===== src/rtl/ysyx_2022040010_div_seq_pkg.sv =====
// Shared definitions for the iterative divider sequencer.
// Contents:
//   - XLEN and CNT_W widths
//   - RV64M DIV* funct3 decode constants
//   - divider FSM state type
//   - a 32->64 sign-extension helper
package ysyx_2022040010_div_seq_pkg;

  localparam int unsigned XLEN  = 64;
  localparam int unsigned CNT_W = 7;

  localparam logic [2:0] DIV_F3_DIV  = 3'b100;
  localparam logic [2:0] DIV_F3_DIVU = 3'b101;
  localparam logic [2:0] DIV_F3_REM  = 3'b110;
  localparam logic [2:0] DIV_F3_REMU = 3'b111;

  typedef enum logic [2:0] {
    DIV_IDLE = 3'd0,
    DIV_PREP = 3'd1,
    DIV_CALC = 3'd2,
    DIV_FIX  = 3'd3,
    DIV_DONE = 3'd4
  } div_state_e;

  function automatic logic [63:0] sext32(input logic [31:0] v);
    return {{32{v[31]}}, v};
  endfunction

endpackage


===== src/rtl/ysyx_2022040010_add.sv =====
// Shared XLEN-bit adder.
// Ports:
//   in_a, in_b  : operands
//   in_c        : carry-in
//   alu_32      : 1 = sign-extend sum[31:0] to XLEN
//   sum         : result
//   cout        : carry out of bit XLEN-1
module ysyx_2022040010_add
  import ysyx_2022040010_div_seq_pkg::*;
(
  input  logic [XLEN-1:0] in_a,
  input  logic [XLEN-1:0] in_b,
  input  logic            in_c,
  input  logic            alu_32,
  output logic [XLEN-1:0] sum,
  output logic            cout
);

  logic [XLEN:0] full;

  assign full = {1'b0, in_a} + {1'b0, in_b} + {{XLEN{1'b0}}, in_c};
  assign sum  = alu_32 ? sext32(full[31:0]) : full[XLEN-1:0];
  assign cout = full[XLEN];

endmodule


===== src/rtl/ysyx_2022040010_div_seq.sv =====
// Iterative restoring divider for DIV/DIVU/REM/REMU and their W forms.
// It produces one quotient bit per cycle. A single shared adder serves
// as the CALC subtractor and as the FIX negator.
// Ports:
//   clk, rst_n                    : clock, async active-low reset
//   div_valid/div_ready           : request handshake (ready only in IDLE)
//   div_signed, div_word, div_rem : operation flags
//   dividend, divisor             : operands, sampled at accept
//   flush                         : abort, returns to IDLE
//   out_valid/out_ready           : result handshake
//   result                        : quotient or remainder
module ysyx_2022040010_div_seq
  import ysyx_2022040010_div_seq_pkg::*;
(
  input  logic            clk,
  input  logic            rst_n,
  input  logic            div_valid,
  output logic            div_ready,
  input  logic            div_signed,
  input  logic            div_word,
  input  logic            div_rem,
  input  logic [XLEN-1:0] dividend,
  input  logic [XLEN-1:0] divisor,
  input  logic            flush,
  output logic            out_valid,
  input  logic            out_ready,
  output logic [XLEN-1:0] result
);

  div_state_e state, state_nxt;

  logic [XLEN-1:0]  rem_r, quo_r, dsr_r;
  logic [CNT_W-1:0] cnt;
  logic             sgn_r, word_r, rsel_r, qneg_r, rneg_r;
  logic             accept;

  // PREP-stage operand conditioning (quo_r/dsr_r hold the raw operands here)
  logic [XLEN-1:0] a_ext, b_ext, mag_a, mag_b, min_val;
  logic            sa, sb, b_zero, ovf, special;

  // CALC / FIX datapath
  logic [XLEN-1:0] shifted, add_a, add_b, add_sum, fix_sel, fix_val, fix_out;
  logic            add_cout, acc_bit, fix_neg, in_fix;

  assign div_ready = (state == DIV_IDLE);
  assign out_valid = (state == DIV_DONE);
  assign accept    = div_valid & div_ready & ~flush;

  assign a_ext   = word_r ? (sgn_r ? sext32(quo_r[31:0]) : {32'b0, quo_r[31:0]}) : quo_r;
  assign b_ext   = word_r ? (sgn_r ? sext32(dsr_r[31:0]) : {32'b0, dsr_r[31:0]}) : dsr_r;
  assign sa      = sgn_r & a_ext[XLEN-1];
  assign sb      = sgn_r & b_ext[XLEN-1];
  assign mag_a   = sa ? -a_ext : a_ext;
  assign mag_b   = sb ? -b_ext : b_ext;
  assign min_val = word_r ? 64'hFFFF_FFFF_8000_0000 : 64'h8000_0000_0000_0000;
  assign b_zero  = (b_ext == '0);
  assign ovf     = sgn_r & (a_ext == min_val) & (b_ext == '1);
  assign special = b_zero | ovf;

  // The bit shifted out of R acts as the 65th bit of the partial remainder.
  // When it is set, the subtraction is always non-negative.
  assign shifted = {rem_r[XLEN-2:0], quo_r[XLEN-1]};
  assign acc_bit = add_cout | rem_r[XLEN-1];

  assign in_fix  = (state == DIV_FIX);
  assign fix_sel = rsel_r ? rem_r : quo_r;
  assign fix_neg = rsel_r ? rneg_r : qneg_r;
  assign add_a   = in_fix ? '0 : shifted;
  assign add_b   = in_fix ? ~fix_sel : ~dsr_r;
  assign fix_val = fix_neg ? add_sum : fix_sel;
  assign fix_out = word_r ? sext32(fix_val[31:0]) : fix_val;

  ysyx_2022040010_add u_add (
    .in_a   (add_a),
    .in_b   (add_b),
    .in_c   (1'b1),
    .alu_32 (1'b0),
    .sum    (add_sum),
    .cout   (add_cout)
  );

  always_ff @(posedge clk or negedge rst_n) begin
    if (!rst_n) state <= DIV_IDLE;
    else        state <= state_nxt;
  end

  always_comb begin
    state_nxt = state;
    case (state)
      DIV_IDLE: if (accept) state_nxt = DIV_PREP;
      DIV_PREP: state_nxt = special ? DIV_FIX : DIV_CALC;
      DIV_CALC: if (cnt == '0) state_nxt = DIV_FIX;
      DIV_FIX:  state_nxt = DIV_DONE;
      DIV_DONE: if (out_ready) state_nxt = DIV_IDLE;
      default:  state_nxt = DIV_IDLE;
    endcase
    if (flush) state_nxt = DIV_IDLE;
  end

  always_ff @(posedge clk or negedge rst_n) begin
    if (!rst_n) begin
      rem_r  <= '0;
      quo_r  <= '0;
      dsr_r  <= '0;
      cnt    <= '0;
      sgn_r  <= 1'b0;
      word_r <= 1'b0;
      rsel_r <= 1'b0;
      qneg_r <= 1'b0;
      rneg_r <= 1'b0;
      result <= '0;
    end else begin
      case (state)
        DIV_IDLE: if (accept) begin
          quo_r  <= dividend;
          dsr_r  <= divisor;
          sgn_r  <= div_signed;
          word_r <= div_word;
          rsel_r <= div_rem;
        end
        DIV_PREP: begin
          qneg_r <= 1'b0;
          rneg_r <= 1'b0;
          if (b_zero) begin
            quo_r <= '1;
            rem_r <= a_ext;
          end else if (ovf) begin
            quo_r <= a_ext;
            rem_r <= '0;
          end else begin
            // Word dividends are left-aligned so that the quotient ends up in [31:0]
            quo_r  <= word_r ? {mag_a[31:0], 32'b0} : mag_a;
            rem_r  <= '0;
            dsr_r  <= word_r ? {32'b0, mag_b[31:0]} : mag_b;
            qneg_r <= sa ^ sb;
            rneg_r <= sa;
            cnt    <= word_r ? CNT_W'(XLEN / 2 - 1) : CNT_W'(XLEN - 1);
          end
        end
        DIV_CALC: begin
          rem_r <= acc_bit ? add_sum : shifted;
          quo_r <= {quo_r[XLEN-2:0], acc_bit};
          cnt   <= cnt - 1'b1;
        end
        DIV_FIX: if (!flush) result <= fix_out;
        default: ;
      endcase
    end
  end

endmodule


===== config.mk =====
export PLATFORM = sky130hd
export DESIGN_NAME = ysyx_2022040010_div_seq
export DESIGN_NICKNAME = d
export VERILOG_FILES = /design/src/rtl/ysyx_2022040010_div_seq_pkg.sv /design/src/rtl/ysyx_2022040010_add.sv /design/src/rtl/ysyx_2022040010_div_seq.sv
export SDC_FILE = /design/constraint.sdc
export NUM_CORES = 1
export LEC_CHECK = 0
export ABC_AREA = 1
export ABC_CLOCK_PERIOD_IN_PS = 6180
export BUFFER_PORTS_ARGS = -buffer_cell sky130_fd_sc_hd__buf_2
export CAP_MARGIN = 40
export CORE_ASPECT_RATIO = 0.7
export CORE_MARGIN = 1.5
export CORE_UTILIZATION = 40
export CTS_CLUSTER_SIZE = 12
export DETAILED_ROUTE_END_ITERATION = 8
export PLACE_DENSITY = 0.69
export SLEW_MARGIN = 20
export SYNTH_ARGS = -nofsm -noshare
export SYNTH_HDL_FRONTEND = slang
export SYNTH_HIERARCHICAL = 1
export SYNTH_SLANG_ARGS = --single-unit
export TNS_END_PERCENT = 100

===== constraint.sdc =====
create_clock -name clk -period 6.18 [get_ports clk]
set_input_delay 1.545 -clock clk [delete_from_list [all_inputs] [get_ports clk]]
set_output_delay 1.545 -clock clk [all_outputs]
set_load 0.01 [all_outputs]

==> results.ini <==
[status]
status=complete, no violations

[timing]
tightestPinTransition_ns=1.00
rsz0062_at_grt=no
finalCriticalPeriod_ns=5.09
setup_tns_ns=0
clock.fmax_mhz=197
final_max_slew_viol_count=0
finClkSkew_ns=0.0256
period_share_pct=82.3
setup_violations=0
max-slew-margin-rel_pct=32.6
hold_viol_final=0

[global_routing]
grt_pass1_wl_um=197000
grt_max_degree=107
grt_pass1_vias=29700
overflow=0
antenna_found_initial=7
grt.total_usage_pct=36.8

[synth]
ys_seq_area_share_pct=24.2
syn_inst=4895
ys_ff_latch=271
synth_area_um2=28000
ys_warn_count=6
synth.avg_cell_area_um2=5.72
synth_flop_cell=dfrtp_1
async_flop_share_pct=100
synth_cell_types=57
synth_edf_count=0

[floorplan]
die_x_um=319
start_util_pct=40.8
row_count=80
die_y_um=224
io_pins=202
core_area_um2=68700
die_area_um2=71700

[critical_path]
r2r_start=state[1]
r2r_end=rem_r[45]
crit_fanout=46
end_kind=flip-flop
worstPathRequired_ns=6.70
path_class=reg2reg
startpoint_type=flip-flop
rrSetupSlack_ns=1.09
rr_worst_depth=22
arrival_ns=5.61

[clocking]
hold_buffers=0
cts_buffer_depth=3
root_buffer=clkbuf_16
tritoncts=yes
path_clk_slew_ns=0.06
post-cts-setup-buffer-count=0
ctsResizeCount=0
cts_buffers=34
htreeDepth=2
cts.sinks=271
clkLatencyLatePin_ns=0.60

[detailed_routing]
drt_pass1_iterations=7
vias=34200
drt_iter0_markers=5359
wl_per_cell_um=23.1
drc=0
totalWireLength_um=136000
avgViaCountPerCell=5.81
ant_nets=0

[placement]
dp_cells=5829
place.gp.congestion=1.07
hpwl_um=106000
portBuffers=201

[final_layout]
final_cells=5889
drive_gt1_share_pct=9.13
nFillCells=7579
syn_to_final_growth_pct=10.1
ff_latch_area_um2=6790
multi_input_area_um2=18000
final_net_count=5169

[min_path]
whs_path_depth=2
worstHoldEndpoint=result[1]
hp-class=reg2reg
min_from=result[1]

[power]
leakagePower_nw=15.7
ir_drop_uv=390
powerDensity_nw_per_um2=714

[flow_run]
drv_cap=0

state kept, by name, summed over array words and instances (netlist names), 3 cells and up:
name    cells
cnt         7
dsr_r      64
quo_r      64
rem_r      64
result     64
state       3
report_power, final:
group	internal (W)	total, W	switching (W)	leakage [nW]
logic	0.00431	0.0157	0.0114	11.9
registers	0.00263	0.00418	0.00155	3.22
clock network	0.00120	0.00216	0.000957	0.544
total	0.00815	0.0220	0.0139	15.7
critical path, cell delays in order, from the launching register on:
cell,delay [ns]
dfrtp_1,0.39
inv_1,0.10
nor3_2,0.42
buf_4,0.46
o21ai_0,0.18
fa_1,0.46
fa_1,0.42
nand3_1,0.16
nand3_1,0.17
nand2_1,0.10
nand2_1,0.16
nand2_1,0.10
nand3_1,0.14
nand2_1,0.12
nand3_1,0.10
nand3_1,0.09
nand3_1,0.11
nor2_4,0.40
buf_4,0.46
nor2_1,0.09
o21ai_0,0.19
a21oi_1,0.06
a21oi_1,0.11
cells in the final DEF (no fill, tap or decap), types with 5 or more instances in the layout:
cell type	instances
a21oi_1	349
a221oi_1	32
a22oi_1	23
a22oi_2	7
a31oi_1	67
a32oi_1	7
buf_12	5
buf_2	200
buf_4	54
clkbuf_1	6
clkbuf_16	34
dfrtp_1	269
ha_1	68
inv_1	580
inv_2	11
nand2_1	1485
nand2_2	56
nand2_4	5
nand3_1	362
nand3_2	6
nand3b_1	26
nand4_1	44
nor2_1	635
nor2_2	15
nor2_4	7
nor3_1	44
nor3_2	5
nor4_1	5
o211ai_1	14
o21ai_0	412
o21ai_1	23
o21ai_2	8
or2_2	9
xor2_1	50
through the flow:
stage | setup slack (ns) | utilization (%) | hold WS [ns] | total power [W] | cell area [um2]
4_1_cts | 1.17 | 44.9 | 0.478 | 0.0212 | 30800
2_1_floorplan | 1.81 | - | 0.453 | 0.0135 | 28000
5_1_grt | 0.683 | 44.9 | 0.502 | 0.0234 | 30800
6_report | 1.09 | 44.9 | 0.473 | 0.0220 | 30800
3_3_place_gp | 1.29 | 43.2 | 0.460 | 0.0189 | 29600
3_5_place_dp | 1.17 | 43.3 | 0.462 | 0.0189 | 29700
layout make-up:
cell class	instances	area share (%)
diodes	1	0.00811
clock buffers	44	3.01
clock inverters	15	0.665
inverters	595	7.26
multi-input cells	3798	58.2
flip-flops and latches	271	22.0
well taps	902	3.66
repair buffers	263	5.15
per-layer routing:
metal	vias to the layer above	GRT usage (%)	share of wire [%]
li1	15900	-	-
met1	15800	54.8	43
met2	2225	48.5	37
met3	222	13.1	16
met4	6	10.9	3.3
met5	-	0	0.027
worst max-delay path by stage:
| stage | start | to | slack (ns) | depth (start not counted) |
|---|---|---|---|---|
| floorplan | rsel_r | rem_r[37] | 1.81 | 25 |
| global placement | state[1] | rem_r[32] | 1.29 | 22 |
| detailed placement | state[1] | rem_r[32] | 1.17 | 22 |
| CTS | state[1] | rem_r[32] | 1.17 | 22 |
| global route | state[1] | rem_r[32] | 0.68 | 22 |
| finish | state[1] | rem_r[45] | 1.09 | 22 |
Yosys cell counts (all sizes together), types with 12 or more instances:
library cell  count  area share (%)
a21oi           351             6.3
ha               68             3.0
or2              12            0.27
nand4            44            0.98
nor2            657             9.0
clkbuf          149             2.0
o21ai           444             8.0
nor3             49            0.95
a221oi           32             1.0
o211ai           14            0.38
xor2             51             1.7
dfrtp           271              24
nand3           369             6.7
buf              83             1.9
nand2          1546              21
a31oi            67             1.5
a22oi            30            0.93
nand3b           26            0.70
inv             593             8.0
kinds of logic (layout without fill, tap and decap cells):
family                     Yosys count  after routing  synth area share, %
adders and majority gates           70             70                 3.18
buffers and inverters              827            917                 11.9
other                                2              4               0.0268
and+or+nand+nor                   2712           2712                 40.2
muxes                                1              1               0.0402
xor gates and xnor gates            53             53                 1.72
DFF                                271            271                 24.2
AOI/OAI and AO/OA                  959            959                 18.7
No activity file was read; power rests on OpenSTA's default activity.
